--- config.mk ---
export PLATFORM = sky130hd
export DESIGN_NAME = mod_counter
export DESIGN_NICKNAME = d
export VERILOG_FILES = /design/src/rtl/mod_counter_pkg.sv /design/src/rtl/mod_counter.sv
export SDC_FILE = /design/constraint.sdc
export NUM_CORES = 1
export LEC_CHECK = 0
export CELL_PAD_IN_SITES_DETAIL_PLACEMENT = 1
export CELL_PAD_IN_SITES_GLOBAL_PLACEMENT = 2
export CORE_AREA = 2 2 39 41
export CTS_CLUSTER_SIZE = 25
export DETAILED_ROUTE_END_ITERATION = 8
export DIE_AREA = 0 0 41 43
export DONT_BUFFER_PORTS = 1
export GPL_ROUTABILITY_DRIVEN = 0
export GPL_TIMING_DRIVEN = 0
export HOLD_SLACK_MARGIN = 0.1
export PLACE_DENSITY = 0.46
export RECOVER_POWER = 100
export SLEW_MARGIN = 30
export SYNTH_ARGS = -nofsm -noshare
export SYNTH_HDL_FRONTEND = slang
export SYNTH_SLANG_ARGS = --single-unit
--- constraint.sdc ---
create_clock -name clk -period 1 [get_ports clk]
set_clock_uncertainty 0.1 [all_clocks]
set_input_delay 0.15 -clock clk [delete_from_list [all_inputs] [get_ports clk]]
set_output_delay 0.15 -clock clk [all_outputs]
set_load 0.005 [all_outputs]
--- src/rtl/mod_counter_pkg.sv ---
// rtl/mod_counter_pkg.sv - shared defaults and width helper for mod_counter
package mod_counter_pkg;

  localparam int MOD_COUNTER_DEFAULT_MOD  = 24;
  localparam int MOD_COUNTER_DEFAULT_BITS = 5;

  // Smallest width that holds 0..n-1 (minimum 1), for deriving BITS from MOD.
  function automatic int mod_counter_width(input int n);
    int w;
    w = 1;
    while ((1 << w) < n) w++;
    return w;
  endfunction

endpackage

--- src/rtl/mod_counter.sv ---
// rtl/mod_counter.sv - modulo-MOD up-counter with terminal-count carry
// Optional checks compiled in with MOD_COUNTER_CHECK_EN.
module mod_counter
  import mod_counter_pkg::*;
#(
  parameter int MOD  = MOD_COUNTER_DEFAULT_MOD,
  parameter int BITS = MOD_COUNTER_DEFAULT_BITS
) (
  input  logic            clk,
  input  logic            rst,
  output logic [BITS-1:0] count,
  output logic            carry
);

  localparam logic [BITS-1:0] TERM = BITS'(MOD - 1);

  logic [BITS-1:0] count_q;
  logic [BITS-1:0] count_d;

  // Terminal and out-of-range states both load zero on the next edge.
  always_comb begin
    count_d = '0;
    if (count_q < TERM) count_d = count_q + BITS'(1);
  end

  always_ff @(posedge clk) begin
    if (!rst) count_q <= '0;
    else      count_q <= count_d;
  end

  assign count = count_q;
  assign carry = (count_q == TERM);

`ifdef MOD_COUNTER_CHECK_EN
  if (MOD < 2 || MOD > (1 << BITS)) begin : g_bad_params
    $error("mod_counter: MOD=%0d illegal for BITS=%0d", MOD, BITS);
  end

  a_in_range : assert property (@(posedge clk) rst |-> (int'(count_q) < MOD));
  a_carry    : assert property (@(posedge clk) carry == (count_q == TERM));
`else
  // Checks compiled out; datapath is identical.
`endif

endmodule

# Yosys cells after proc, flatten, opt, wreduce, memory -nomap -nowiden
# Index checks and enable logic that the tools add are counted.
# totals
ff_bits	5
input_bits	2
out_inout_bits	6
# classes
add_sub_neg	1
n_lt_le_gt_ge	1
eq_ne	1
n_reduce_logical	1
# op_table
operator	n
adder 5 x 1 -> 5 bit (second input constant)	1
equality test 5 bit (second input constant)	1
less-than comparator 5 bit (second input constant)	1
AND reduction 2 bit	1

# Logic depth before layout (Yosys ltp)
# Gate-level depths: netlist of run 1.
# depth
depth_word	2
depth_mapped	3
ltp_nobuf	3

# Worst setup path after synthesis of run 1
# No wires, ideal clock.
# synth_timing
path_kind	register -> register
from	register count_q[0] (netlist: count[0])
to	register count_q[2] (netlist: count[2])
arrival_time_ps	853
path_slack_ps	-38
stages_incl_launch_ff	4
path_buffers	0
synth_period_minus_slack_ps	1038
path_cell_list	dfxtp_1 ha_1 xnor2_1 a211oi_1
# synth_via
elab_chain_cells	2
word_cells_on_any_way	3
classes_between	add/sub (1); order compare (1); reduce/logical (1)
# synth_lines
element	line_no	rtl
from (decl)	mod_counter.sv:17	logic [BITS-1:0] count_q;
from (signal assigned)	mod_counter.sv:28	else count_q <= count_d;
less-than comparator 5 bit	mod_counter.sv:23	if (count_q < TERM) count_d = count_q + BITS'(1);
AND reduction 2 bit (no line)	-	
# Parallel ways exist; a longest one is shown, timed or not.
# A chain may end at the register's enable or synchronous reset.

# Final worst setup path of run 1
# layout_timing
from	register count_q[0] (netlist: count[0])
to	output carry
# layout_via
elab_chain_cells	1
# layout_lines
element	line_no	rtl
equality test 5 bit	mod_counter.sv:32	assign carry = (count_q == TERM);
to (decl)	mod_counter.sv:12	output logic carry
# No other way between the ends.

==> results of run 1 <==
## power by group through the flow
stage | logic, mW | registers [mW] | clock network (mW)
after CTS | 0.0337 | 0.227 | 0.255
after global routing | 0.0384 | 0.229 | 0.270
final | 0.0340 | 0.227 | 0.238
after floorplan | 0.0204 | 0.227 | 0
after global placement | 0.0237 | 0.231 | 0
after detailed placement | 0.0239 | 0.231 | 0
## repair_timing
action | in CTS | in global routing
hold buffers | 1 | 0
gates resized for setup | 7 | 1
buffers inserted | 2 | 0
pin swaps | 2 | 1
endpoints found under the setup margin | 5 | 5
endpoints found under the hold margin | 5 | 0
## layout by cell type, fill, tap and decap left out
cell type	n
clkbuf_4	3
dfxtp_4	3
nand3b_1	2
a211oi_1	2
dfxtp_2	2
and4b_1	1
or3b_1	1
and3_1	1
mux2i_1	1
a31o_1	1
xnor2_1	1
inv_1	1
nand2_1	1
a21oi_1	1
nand4b_1	1
o22ai_1	1
ha_4	1
clkbuf_1	1
dlymetal6s4s_1	1
buf_4	1
buf_1	1
## through the flow
step | hold slack [ns] | instance area, um2 | utilization [%] | instances
floorplan | 0.159 | 228 | - | 21
global placement | 0.165 | 248 | 17.9 | 37
detailed placement | 0.174 | 248 | 17.9 | 37
CTS | 0.369 | 317 | 22.9 | 44
global route | 0.256 | 319 | 23.1 | 44
finish | 0.243 | 319 | 23.1 | 44
## cells by family after synthesis
logic type      Yosys count
flops                     5
mux                       1
simple gates              7
compound gates            5
fa+ha+maj                 1
buf+inv                   1
xor+xnor                  1
## worst max-delay path by stage
stage,start,to,slack [ns],cells after the start
2_1_floorplan,count[4],count[3],0.0008,2
3_3_place_gp,count[4],count[3],-0.07,2
3_5_place_dp,count[4],count[3],-0.08,2
4_1_cts,count[0],carry,-0.24,2
5_1_grt,count[0],carry,-0.26,2
6_report,count[0],carry,-0.21,2
## per-layer routing
layer / routed length (um) / part of all wire, % / up-vias / track usage (%)
li1: - / - / 98 / -
met1: 231 / 42 / 103 / 6.69
met2: 281 / 51 / 5 / 12.8
met3: 41 / 7.4 / 0 / 9.95
met4: 0 / 0 / 0 / 4.00
met5: 0 / 0 / - / 0
## worst register-to-register path: stages (launching register included)
cell and delay, ns:
dfxtp_4 0.36, ha_4 0.16, buf_4 0.13, xnor2_1 0.12, a211oi_1 0.16
## area by class of cell
class,count,share of cell area [%]
inverters,1,1.18
repair buffers,3,7.45
flip-flops and latches,5,35.7
multi-input cells,15,41.2
clock buffers,4,8.24
well taps,16,6.27
==> flow_summary.toml, run 1 <==
[status]
outcome = "finished with violations"
violations = "negative setup slack"

[power_and_ir_drop]
power.share.clock_pct = 47.7
powerDensity_nw_per_um2 = 1560
p_leak_nw = 0.125
power_switching_uw = 119
combPwrFrac_pct = 6.8
seq_power_share_pct = 45.5
sw_frac_of_total_pct = 23.8
irDropWorstVdd_v = 0.000428
internal_power_uw = 380
power_uw = 499

[global_route]
antenna_found_initial = 0
grt_pass1_vias = 219
grt_usage_pct = 8.71
grt_pass1_wl_um = 966
grt_max_degree = 9
gr-total-overflow = 0

[clock_tree]
clk_pin_slew_ns = 0.05
clock_path_buffers = 2
htreeDepth = 1
cts_tree = "done"
clkSinkCount = 5
cts_made_buffers = 3
clk_latency_ns = 0.24
ctsRootBufferMaster = "clkbuf_4"

[place]
port_buffers = 0
dpl_worst_slack_ns = -0.0833
hpwl_um = 387

[route]
drtPass1Iterations = 3
wl_per_cell_um = 12.6
vias_per_cell = 4.68
antenna_left = 0
dr.first_iter.drc_count = 1
wl_um = 554
vias = 206
post-route-drc-count = 0

[critical_path]
cp_num_buf_inv = 0
r2r_start = "count[0]"
critPathSlowestCell = "dfxtp_4"
end_kind = "primary output"
worstPathArrival_ns = 0.96
r2r_end = "count[2]"
cpPeakStageDelay_ns = 0.36
crit_required_ns = 0.75
path_delay_family = "flip-flops"
worst-r2r-cell-count = 4
r2r_setup_slack_ns = -0.12
path_cells = "ha_4, and4b_1"
critPathKind = "reg2out"
critical_path.max_fanout = 5
cp-start-kind = "register"

[sta]
max_slew.worst_pin.slew_ns = 0.180
fmax_mhz = 823
rsz0062_at_grt = "yes"
drv_slew = 0
fin_setup_tns_ns = -0.389
setup_ws_ns = -0.215
relSlewSlack_pct = 87.9
fin_crit_ns = 1.21
hold_viol = 0
period_share_pct = 121
finalSetupViolCount = 4

[floorplanning]
fp-row-count = 14
die_h_um = 43
start_util_pct = 16.1
core_area_um2 = 1380
dieArea_um2 = 1760
io_pins = 8
dieWidth_um = 41

[layout]
largest_reg_flops = 5
seqCellArea_um2 = 114
fillers = 170
multi_input_area_um2 = 131
diodes = 0
nets = 32
synthToLayoutAreaGrowth_pct = 43.3
drive_above_1_share_pct = 35.7

[logic_synthesis]
synth_edf_count = 0
synth.top_cell.area_share_pct = 44.9
synth_xor_area_share_pct = 3.93
synthSimpleGateAreaFrac_pct = 23.6
synth_fa_ha_area_share_pct = 5.62
synthFlopType = "dfxtp_1"
yosysUniqueCellTypes = 15
synthCells = 21
netlist_top_cells_area = "dfxtp_1, a211oi_1, nand3b_1, ha_1, and4b_1"
syn_nets = 24
synth_common_cells = "dfxtp_1, a211oi_1, nand3b_1"
synthMuxAreaShare_pct = 4.49
ys_warn_count = 0
synth.most_common_cell = "dfxtp_1"
synth_compound_area_share_pct = 15.7
synthArstFlopShare_pct = 0
ys_ff_latch = 5
syn_area_per_cell_um2 = 10.6
yosys.area.top_type = "dfxtp_1"
yosysSeqAreaShare_pct = 44.9
synth_top_family_by_area = "simple AND/OR/NAND/NOR gates"
synth_area_um2 = 223

[min_path]
hp-class = "in2reg"
whs_path_depth = 3
hold_path_startpoint = "rst"
worst_hold_path.endpoint = "count[1]"

[job]
cap_violations = 0
(Power assumes the default switching activity.)
==> inputs of run 2 (changes only) <==
- MAX_ROUTING_LAYER: not set -> met4
- TNS_END_PERCENT: not set -> 20
==> run 2 against run 1 <==
Against the previous run: global-route usage up 0.11 points; first-iteration DRC count grew to 3.0 times the previous value; the run still ends with negative setup slack left; clock power about the same; sequential share of layout area increased by 0.42 points; setup slack worse by 0.00081 ns; final area is 1.2% lower.
==> flow_summary.toml, run 2 (synthesized netlist as in run 1, its figures left out) <==
[status]
outcome = "finished with violations"
violations = "negative setup slack"

[sta]
relSlewSlack_pct = 87.7
hold_viol = 0
max_slew.worst_pin.slew_ns = 0.183
finalSetupViolCount = 4
fin_hold_ws_ns = 0.239
setup_ws_ns = -0.216
drv_slew = 0
fin_setup_tns_ns = -0.395
fmax_mhz = 823
rsz0062_at_grt = "yes"
period_share_pct = 122
fin_crit_ns = 1.22

[critical_path]
crit_required_ns = 0.75
r2r_start = "count[0]"
worst-r2r-cell-count = 4
worstPathArrival_ns = 0.97
crit_path_start = "count[0]"
critical_path.max_fanout = 5
r2r_end = "count[2]"
r2r_setup_slack_ns = -0.12
end_kind = "primary output"
critPathKind = "reg2out"
crit_end = "carry"
cp-start-kind = "register"

[global_route]
grt_max_degree = 10
gr-total-overflow = 0
grt_usage_pct = 8.82
grt_pass1_vias = 218
grt_pass1_wl_um = 945
antenna_found_initial = 0

[floorplanning]
fp-row-count = 14
core_area_um2 = 1380
dieWidth_um = 41
dieArea_um2 = 1760
io_pins = 8
die_h_um = 43
start_util_pct = 16.1

[route]
post-route-drc-count = 0
vias_per_cell = 4.63
wl_per_cell_um = 12.7
wl_um = 546
antenna_left = 0
dr.first_iter.drc_count = 3
vias = 199
drtPass1Iterations = 2

[layout]
mostFrequentLayoutCells = "clkbuf_4, dfxtp_4, nand3b_1, a211oi_1, dfxtp_2"
synthToLayoutAreaGrowth_pct = 41.6
diodes = 0
drive_above_1_share_pct = 37.0
largest_reg_flops = 5
nets = 31

[clock_tree]
cts_made_buffers = 3
ctsRootBufferMaster = "clkbuf_4"
clk_latency_ns = 0.24
clock_path_buffers = 2
htreeDepth = 1
clk_pin_slew_ns = 0.05
clkSinkCount = 5
cts_tree = "done"

[place]
port_buffers = 0
dpl_worst_slack_ns = -0.0833
hpwl_um = 387

[min_path]
whs_path_depth = 3
hp-class = "in2reg"

[power_and_ir_drop]
power_uw = 501
powerDensity_nw_per_um2 = 1590
p_leak_nw = 0.124
irDropWorstVdd_v = 0.000437

[job]
cap_violations = 0
[run 2: changes by cell type in the layout (fill, tap and decap cells not counted)]
cell   change
buf_1      -1
[run 2: repair_timing]
action | CTS | global route
hold buffers | 1 | 0
pin swaps | 2 | 2
setup endpoints to repair | 5 | 6
gates resized for setup | 4 | 5
endpoints found under the hold margin | 5 | 0
buffers inserted | 1 | 0
[run 2: metal layers]
metal	global-route usage (%)	wire [um]	share of wire, %	up-vias
li1	-	-	-	94
met1	7.01	241	44	98
met3	9.42	44	8.1	0
met4	4.00	0	0	0
met2	12.5	260	48	7
met5	-	0	0	-
[run 2: worst min path at each step]
stage          slack, ns      from        to
3_3_place_gp        0.17       rst  count[1]
5_1_grt             0.26       rst  count[1]
4_1_cts             0.37  count[0]  count[0]
2_1_floorplan       0.16       rst  count[1]
6_report            0.24       rst  count[1]
3_5_place_dp        0.17       rst  count[1]
[run 2: power breakdown]
group | internal (mW) | leakage (nW) | switching, mW | total [mW]
Combinational | 0.0201 | 0.0650 | 0.0138 | 0.0338
Clock | 0.151 | 0.0150 | 0.0889 | 0.240
Sequential | 0.209 | 0.0438 | 0.0182 | 0.227
[run 2: critical path: stages (launching register included)]
cell	delay [ns]
dfxtp_4	0.36
ha_4	0.16
and4b_1	0.21
[run 2: per-stage QoR]
step | std cells | util [%] | cell area, um2
after floorplan | 21 | - | 228
after global placement | 37 | 17.9 | 248
after detailed placement | 37 | 17.9 | 248
after CTS | 43 | 22.2 | 308
after global routing | 43 | 22.8 | 315
final | 43 | 22.8 | 315
[run 2: layout make-up]
class	instances	area (um2)
Fill cell	168	1070
Timing Repair Buffer	2	20.0
Sequential cell	5	114
Clock buffer	4	26.3
Tap cell	16	20.0
Inverter	1	3.75
Multi-Input combinational cell	15	131
==> inputs of run 3 (changes only) <==
- CORE_AREA: 2 2 39 41 -> 5 5 42 44
- DIE_AREA: 0 0 41 43 -> 0 0 47 49
==> run 3 against run 2 <==
Against the previous run: the flow still finishes with violations (negative setup slack); routed wire length is 2.0% lower; non-clock buffer count is the same; clock power fell by 4%; global-route usage down 2.4 points; maximum frequency grew 0.46%; clock-buffer cell count stayed put; flip-flop and latch count did not move; critical path depth unchanged.
==> flow_summary.toml, run 3 (synthesized netlist as in run 1, its figures left out) <==
[status]
outcome = "finished with violations"
violations = "negative setup slack"

[layout]
layout.cells.non_filler = 43
nets = 31
diodes = 0
fillers = 171
largest_reg_flops = 5
drive_above_1_share_pct = 29.6
mostFrequentLayoutCells = "clkbuf_4, dfxtp_4, nand3b_1, a211oi_1, dfxtp_1"
synthToLayoutAreaGrowth_pct = 40.4

[global_route]
grt_pass1_wl_um = 959
grt_usage_pct = 6.43
grt_pass1_vias = 214
gr-total-overflow = 0
grt_max_degree = 10
antenna_found_initial = 0

[critical_path]
cp_num_cells = 2
worst-r2r-cell-count = 4
end_kind = "primary output"
cp_num_buf_inv = 0
critPathSlowestCell = "dfxtp_4"
worstPathArrival_ns = 0.96
critical_path.max_fanout = 4
cp-start-kind = "register"
path_delay_family = "flip-flops"
crit_required_ns = 0.75
path_cells = "ha_4, and4b_1"
critPathKind = "reg2out"
cpPeakStageDelay_ns = 0.36

[route]
drtPass1Iterations = 1
vias = 198
wl_per_cell_um = 12.4
post-route-drc-count = 0
antenna_left = 0
vias_per_cell = 4.60
dr.first_iter.drc_count = 0
wl_um = 535

[floorplanning]
dieWidth_um = 47
io_pins = 8
fp-row-count = 14
die_h_um = 49
dieArea_um2 = 2300
start_util_pct = 15.9
core_area_um2 = 1400

[power_and_ir_drop]
powerDensity_nw_per_um2 = 1570
power_uw = 491
irDropWorstVdd_v = 0.000315
p_leak_nw = 0.123

[clock_tree]
cts_tree = "done"
ctsRootBufferMaster = "clkbuf_4"
clkSinkCount = 5
htreeDepth = 1
cts_made_buffers = 3
clk_pin_slew_ns = 0.05
clk_latency_ns = 0.24
clock_path_buffers = 2

[sta]
hold_viol = 0
setup_ws_ns = -0.210
fmax_mhz = 826
period_share_pct = 121
relSlewSlack_pct = 82.1
drv_slew = 0
max_slew.worst_pin.slew_ns = 0.267
finalSetupViolCount = 4
fin_crit_ns = 1.21
fin_setup_tns_ns = -0.444
rsz0062_at_grt = "yes"

[place]
port_buffers = 0
post-place-cells = 37
hpwl_um = 405
dpl_worst_slack_ns = -0.0641

[min_path]
whs_path_depth = 3
hp-class = "in2reg"

[job]
cap_violations = 0
-- run 3: final cells by class --
type	count	area (um2)	share of cell area, %
Multi-Input combinational cell	15	131	42.0
Tap cell	16	20.0	6.40
Clock buffer	4	26.3	8.40
Timing Repair Buffer	2	20.0	6.40
Sequential cell	5	111	35.6
Inverter	1	3.75	1.20
-- run 3: worst paths after layout --
| check | slack (ns) | to | startpoint |
|---|---|---|---|
| max | -0.21 | carry | count[1] |
| min | 0.23 | count[1] | rst |
| max reg2reg | -0.11 | count[2] | count[1] |
| min reg2reg | 0.37 | count[0] | count[0] |
-- run 3: per-stage QoR --
step	area (um2)	utilization, %	hold WS [ns]
final	313	22.3	0.231
after floorplan	228	-	0.159
after global routing	313	22.3	0.255
after detailed placement	248	17.7	0.168
after CTS	313	22.3	0.373
after global placement	248	17.7	0.166
-- run 3: repair_timing --
| action | 4_1_cts | 5_1_grt |
|---|---|---|
| resized for setup | 7 | 2 |
| hold buffers | 1 | 0 |
| buffers inserted | 1 | 0 |
| pin swaps | 3 | 1 |
| endpoints found under the setup margin | 4 | 5 |
| hold endpoints to repair | 5 | 0 |
-- run 3: per-layer routing --
metal / vias up / share of wire (%) / track usage (%) / wire (um)
li1: 96 / - / - / -
met1: 92 / 47 / 7.93 / 252
met2: 8 / 36 / 6.11 / 194
met3: 2 / 15 / 4.06 / 81
met4: 0 / 1.1 / 6.91 / 6
met5: - / 0 / - / 0
-- run 3: worst register-to-register path, delay by kind of cell, from the launching register on --
kind / cells / cell delay [ns]
flops: 1 / 0.36
compound gates: 1 / 0.16
fa+ha+maj: 1 / 0.15
buf+inv: 1 / 0.13
xor+xnor: 1 / 0.11
-- run 3: report_power, final --
group,internal (mW),switching (mW)
Sequential,0.208,0.0183
Combinational,0.0199,0.0133
Clock,0.151,0.0806
